**config.mk**
```make
export PLATFORM = sky130hd
export DESIGN_NAME = char_line_ctrl
export DESIGN_NICKNAME = d
export VERILOG_FILES = /design/src/rtl/char_line_ctrl.sv
export SDC_FILE = /design/constraint.sdc
export NUM_CORES = 1
export LEC_CHECK = 0
export ABC_AREA = 1
export BUFFER_PORTS_ARGS = -buffer_cell sky130_fd_sc_hd__clkbuf_2
export CAP_MARGIN = 30
export CORE_UTILIZATION = 25
export CTS_CLUSTER_SIZE = 25
export DETAILED_ROUTE_END_ITERATION = 7
export PLACE_DENSITY_LB_ADDON = 0.08
export SYNTH_ARGS = -nofsm -noshare
export SYNTH_HDL_FRONTEND = slang
export SYNTH_SLANG_ARGS = --single-unit
```
**constraint.sdc**
```tcl
create_clock -name clk -period 5.6 [get_ports clk]
set_clock_uncertainty 0.1 [all_clocks]
set_input_delay 0.28 -clock clk [delete_from_list [all_inputs] [get_ports clk]]
set_output_delay 0.28 -clock clk [all_outputs]
set_load 0.02 [all_outputs]
```
**src/rtl/char_line_ctrl.sv**
```systemverilog
// rtl/char_line_ctrl.sv - VGA text-line sequencer: char buffer, font-ROM addressing, blank-time writes.
// Optional cursor blink inversion is built when CURSOR_BLINK_EN is defined.
module char_line_ctrl #(
  parameter int X0    = 304,
  parameter int Y0    = 232,
  parameter int NCHAR = 8,
  parameter int AW    = 3
) (
  input  logic          clk,
  input  logic          rst,
  input  logic          video_on,
  input  logic [9:0]    pixel_x,
  input  logic [9:0]    pixel_y,
  input  logic [2:0]    sw_rgb,
  input  logic          wr_req,
  input  logic [AW-1:0] wr_addr,
  input  logic [6:0]    wr_char,
  output logic          wr_ack,
  output logic          busy,
  output logic [10:0]   rom_addr,
  input  logic [7:0]    rom_data,
  output logic          r,
  output logic          g,
  output logic          b
);

  typedef enum logic [1:0] {CLEAR, IDLE, WAIT_BLANK, ACK} state_t;

  state_t        state, state_n;
  logic [AW-1:0] clr_idx;
  logic [6:0]    char_buf [NCHAR];

  logic          we;
  logic [AW-1:0] waddr;
  logic [6:0]    wdata;
  logic          addr_ok;
  logic          host_write;

  // Out-of-range indices are only possible when NCHAR is not a full power of 2**AW
  generate
    if (NCHAR < (1 << AW)) begin : g_range
      assign addr_ok = ({1'b0, wr_addr} < (AW+1)'(NCHAR));
    end else begin : g_full
      assign addr_ok = 1'b1;
    end
  endgenerate

  always_ff @(posedge clk or posedge rst) begin
    if (rst) begin
      state   <= CLEAR;
      clr_idx <= '0;
    end else begin
      state <= state_n;
      if (state == CLEAR)
        clr_idx <= clr_idx + 1'b1;
    end
  end

  always_comb begin
    state_n    = state;
    we         = 1'b0;
    waddr      = clr_idx;
    wdata      = 7'h20;
    host_write = 1'b0;
    case (state)
      CLEAR: begin
        we = 1'b1;
        if (clr_idx == AW'(NCHAR-1))
          state_n = IDLE;
      end
      IDLE: begin
        if (wr_req)
          state_n = WAIT_BLANK;
      end
      WAIT_BLANK: begin
        if (!wr_req) begin
          state_n = IDLE;
        end else if (!video_on) begin
          host_write = addr_ok;
          we         = addr_ok;
          waddr      = wr_addr;
          wdata      = wr_char;
          state_n    = ACK;
        end
      end
      ACK:     state_n = IDLE;
      default: state_n = CLEAR;
    endcase
  end

  assign busy   = (state == CLEAR);
  assign wr_ack = (state == ACK);

  // Non-blocking write: a same-cycle render read sees the previous character
  always_ff @(posedge clk) begin
    if (we)
      char_buf[waddr] <= wdata;
  end

  logic          in_window;
  logic [AW+2:0] dx;
  logic [3:0]    dy;
  logic [AW-1:0] idx;
  logic [2:0]    col;

  assign in_window = (pixel_x >= 10'(X0)) && (pixel_x <= 10'(X0 + 8*NCHAR - 1)) &&
                     (pixel_y >= 10'(Y0)) && (pixel_y <= 10'(Y0 + 15));
  assign dx  = pixel_x[AW+2:0] - (AW+3)'(X0);
  assign dy  = pixel_y[3:0] - 4'(Y0);
  assign idx = dx[AW+2:3];
  assign col = dx[2:0];

  logic       win1, win2;
  logic [2:0] col1, col2;
  logic [2:0] rgb1, rgb2;
  logic       inv_bit;
  logic       lit;

  assign lit = rom_data[3'd7 - col2] ^ inv_bit;

  always_ff @(posedge clk or posedge rst) begin
    if (rst) begin
      rom_addr    <= '0;
      win1        <= 1'b0;
      win2        <= 1'b0;
      col1        <= '0;
      col2        <= '0;
      rgb1        <= '0;
      rgb2        <= '0;
      {r, g, b}   <= 3'b000;
    end else begin
      if (in_window)
        rom_addr <= {char_buf[idx], dy};
      win1      <= in_window & video_on;
      col1      <= col;
      rgb1      <= sw_rgb;
      win2      <= win1;
      col2      <= col1;
      rgb2      <= rgb1;
      {r, g, b} <= (win2 && lit) ? rgb2 : 3'b000;
    end
  end

`ifdef CURSOR_BLINK_EN
  logic [5:0]    frame_cnt;
  logic [AW-1:0] last_idx;
  logic          inv1, inv2;

  // Bit 5 of the frame counter is the blink phase: it flips every 32 frames
  always_ff @(posedge clk or posedge rst) begin
    if (rst) begin
      frame_cnt <= '0;
      last_idx  <= '0;
      inv1      <= 1'b0;
      inv2      <= 1'b0;
    end else begin
      if (pixel_x == 10'd0 && pixel_y == 10'd0)
        frame_cnt <= frame_cnt + 1'b1;
      if (host_write)
        last_idx <= wr_addr;
      inv1 <= frame_cnt[5] && (idx == last_idx);
      inv2 <= inv1;
    end
  end

  assign inv_bit = inv2;
`else
  assign inv_bit = 1'b0;
`endif

endmodule

```
==> results.env <==
RESULT_OF_THE_RUN='completed'
FINAL-MAX-SLEW-VIOLATION-COUNT=0
CRITPATHLAUNCH='state[0]'
YS_FF_LATCH=89
N_ANTENNA_CELL=0
FIRST_PASS_ITERS=4
NUMBER_OF_NETS_PRODUCED_BY_SYNTHESIS=432
POST-DP-HPWL_UM=6577
CRITPATHMAXFANOUT=15
TIMING.CRITICAL_PATH.REQUIRED_PS=5480
VIA_COUNT_OF_THE_FIRST_GLOBAL_ROUTING_PASS=2879
CRITICALPATHCATEGORY='reg -> reg'
INITIAL_ANTENNA_VIOLATION_COUNT=0
TIGHTEST_SLEW_PS=926.5
CP.BUFFERS_INVERTERS=2
LARGEST_NET_DEGREE_AT_THE_START_OF_GLOBAL_ROUTING=34
FP.DIEW_UM=126.5
CRITICAL_PATH.STARTPOINT_TYPE='flop'
MAXCAPVIOLCOUNT=0
SYNTH_FLOP_CELL='sky130_fd_sc_hd__edfxtp_1'
SYNTH_SEQ_AREA_SHARE=0.6469
FINAL_LAYOUT_SIZE_SUFFIX_GT1_FRAC=0.2230
POWER.SHARE.SEQUENTIAL=0.471
P_INT_uW=1207
POST-SYNTH-TOP-COUNT-CELL='sky130_fd_sc_hd__nand2_1'
CRIT_ARRIVAL_PS=2370
P_PER_AREA_nW_PER_UM2=361.1
CP_CELL_SEQUENCE='inv_1, ha_1, nand3_2, nand2_1, o21ai_0, inv_1, nand2_1, nor2_1'
PLACER_CONGESTION_ESTIMATE=0.7239
WORST_SLEW_MARGIN_REL=0.3800
GLOBAL_ROUTE_WIRE_LENGTH_BEFORE_REPAIR_UM=15130
ASYNC_RESET_FF_FRAC=0.3708
SYN2LAYOUT_AREA_GROWTH_PCT=21.66
FINAL_PERIOD_MINUS_WORST_SETUP_SLACK_PS=2492
TIMING.CRITICAL_PATH.MAX_DELAY_FAMILY='simple AND/OR/NAND/NOR gates'
CRIT_PATH_END_KIND='flop'
FIN_UTIL=0.3114
INITIAL_UTILIZATION=0.2559
SEQCELLAREA_UM2=2507
MULTIINPUTGATEAREA_UM2=1099
FINAL_CELLS=641
DETAIL_ROUTE.WIRELENGTH_UM=9214
DPL_CELL_AREA_UM2=4340
CLOCK_PATH_BUFFERS=2
COREAREA_UM2=15150
TRITONCTS='yes'
FIRST_ITER_VIOLATIONS=93
SYNTHTOPCELLSBYAREA='sky130_fd_sc_hd__edfxtp_1, sky130_fd_sc_hd__dfrtp_1, sky130_fd_sc_hd__nand2_1'
CLK_LATENCY_PS=350
DESIGN_AREA_UM2=4716
DRC=0
TIMING.FINAL.HOLD_VIOLATIONS=0
FP.DIEH_UM=126.5
LEAKAGE_POWER_uW=0.002209
SYNTH.DISTINCT_CELLS=25
NUMBER_OF_ENABLE_FLIP_FLOP_CELLS_AFTER_SYNTHESIS=56
FIN_TOTAL_PWR_uW=1703
IOS=61
CTS_SETUP_BUFFERS=0
CLK_PIN_SLEW_WORST_PATHS_PS=70
FIN_TNS_SETUP_PS=0
FLOORPLAN.DIE_AREA_UM2=16010
ANT_NETS=0
CRITPATHMAXSTAGEDELAY_PS=560
SW_FRAC_OF_TOTAL=0.2913
WL_PER_CELL_UM=14.37
GLOBALROUTEOVERFLOWTOTAL=0
SYNTH_TOP_CELL_AREA_SHARE=0.4338
HOLDCRITPATHCLASS='in -> reg'
DP_CELLS=618
SWITCHINGPOWER_uW=496.0
CTSROOTBUFFERMASTER='sky130_fd_sc_hd__clkbuf_16'
NUMPORTBUFFERS=60
CRIT-REG2REG-LAUNCH='state[0]'
MAX-VDD-IR-DROP_mV=0.1718
FINISH.NET_COUNT=501
SETUP-VIOLATIONS-FINAL=0
WORST_PATH_MAX_DELAY_CELL='sky130_fd_sc_hd__nor2_1'
SYNTH_COMMONEST_CELLS='sky130_fd_sc_hd__nand2_1, sky130_fd_sc_hd__edfxtp_1, sky130_fd_sc_hd__nand3_1'
GRT_USAGE=0.1289
POWER.COMBINATIONAL.FRACTION=0.173
SYN_AREA_UM2=3876
NETLIST_INSTANCES=379
FILL_CELL_INSTANCE_COUNT_OF_THE_FINAL_LAYOUT=1581
SYNTH.YOSYS.WARNINGS=0
SYN-MEAN-INSTANCE-AREA_UM2=10.23
CTS_MADE_BUFFERS=9
CLOCK_SINK_COUNT=89
FIN_CRIT_SH=0.4450
FMAX_GHz=0.4013
VIAS=2658
PLACEMENT_ROWS=45
MIN_DELAY_STARTPOINT='pixel_y[0]'
AVERAGE_VIAS_PER_PLACED_INSTANCE=4.147
POWER.SHARE.CLOCK=0.356
HTREE_NUM_LEVELS=3
RSZ0062_AT_GRT='false'
SYNTH_TOP_CELL_BY_AREA='sky130_fd_sc_hd__edfxtp_1'
[placed cells by master (no fill, tap or decap), types with 2 or more instances in the layout]
master                          count
sky130_fd_sc_hd__clkbuf_16         10
sky130_fd_sc_hd__nor2_1            39
sky130_fd_sc_hd__dfrtp_1           33
sky130_fd_sc_hd__inv_1             45
sky130_fd_sc_hd__clkinv_4           2
sky130_fd_sc_hd__nor2_2             7
sky130_fd_sc_hd__o22ai_1            2
sky130_fd_sc_hd__edfxtp_1          56
sky130_fd_sc_hd__inv_2              6
sky130_fd_sc_hd__inv_8              2
sky130_fd_sc_hd__dlygate4sd3_1      7
sky130_fd_sc_hd__nand2_1           99
sky130_fd_sc_hd__clkbuf_2          60
sky130_fd_sc_hd__nand2_2            5
sky130_fd_sc_hd__nand3_1           47
sky130_fd_sc_hd__o21ai_0           11
sky130_fd_sc_hd__or2_2              2
sky130_fd_sc_hd__ha_1               8
[path summary, 6_finish.rpt]
kind,to,slack (ps),cells past startpoint
worst max register to register,char_buf[6][0],3110,8
max in group asynchronous,rom_addr[4],4610,4
min in group asynchronous,rom_addr[2],460,4
worst max-delay path,char_buf[6][0],3110,8
worst min-delay path,rom_addr[0],60,3
worst min register to register,col2[2],250,0
[metrics by stage]
step	hold WS (ps)	setup slack (ps)
3_5_place_dp	240.9	3100
2_1_floorplan	211.4	3620
6_report	59.73	3108
3_3_place_gp	235.8	3222
4_1_cts	58.86	3092
5_1_grt	72.96	2753
[cell families after synthesis]
group	Yosys count	synth area share
buffers and inverters	61	0.06972
DFF	89	0.6469
AOI/OAI and AO/OA	17	0.02679
and+or+nand+nor	203	0.2285
xor gates and xnor gates	1	0.002260
adders and majority gates	8	0.02582
[layout make-up]
cell class	instances	share of cell area
repair buffers	68	0.08013
multi-input cells	229	0.2330
clock buffers	10	0.05306
inverters	51	0.04059
clock inverters	6	0.01167
flip-flops and latches	89	0.5317
well taps	188	0.04988
[power by group through the flow]
stage | registers (uW) | logic [uW] | clock network, uW
global route | 809 | 346 | 651
finish | 802 | 294 | 607
CTS | 803 | 301 | 627
floorplan | 813 | 201 | 0
global placement | 817 | 289 | 0
detailed placement | 817 | 296 | 0
[worst reg2reg max path: cells and delay by family (launching register included)]
| kind | cells | cell delay, ps |
|---|---|---|
| DFF | 1 | 400 |
| buffers and inverters | 2 | 230 |
| AOI/OAI and AO/OA | 1 | 160 |
| adders and majority gates | 1 | 210 |
| and+or+nand+nor | 4 | 1020 |
[state kept, by name, summed over array words and instances, names as in the netlist]
register / cells
char_buf: 56
rom_addr: 11
clr_idx: 3
col1: 3
col2: 3
rgb1: 3
rgb2: 3
state: 2
b: 1
g: 1
r: 1
win1: 1
win2: 1
[per-layer routing]
| metal | vias to the layer above | share of wire | GRT usage |
|---|---|---|---|
| met2 | 57 | 0.46 | 0.2025 |
| met4 | 0 | 0.011 | 0.04678 |
| met3 | 10 | 0.041 | 0.03332 |
| met1 | 1233 | 0.49 | 0.1712 |
| met5 | - | 0 | 0 |
| li1 | 1358 | - | - |
[what timing repair did]
action / in CTS / in global routing
hold buffers: 7 / 0
endpoints found under the hold margin: 39 / 0
gates resized for setup: 0 / 0
No activity file was read; power rests on OpenSTA's default activity.
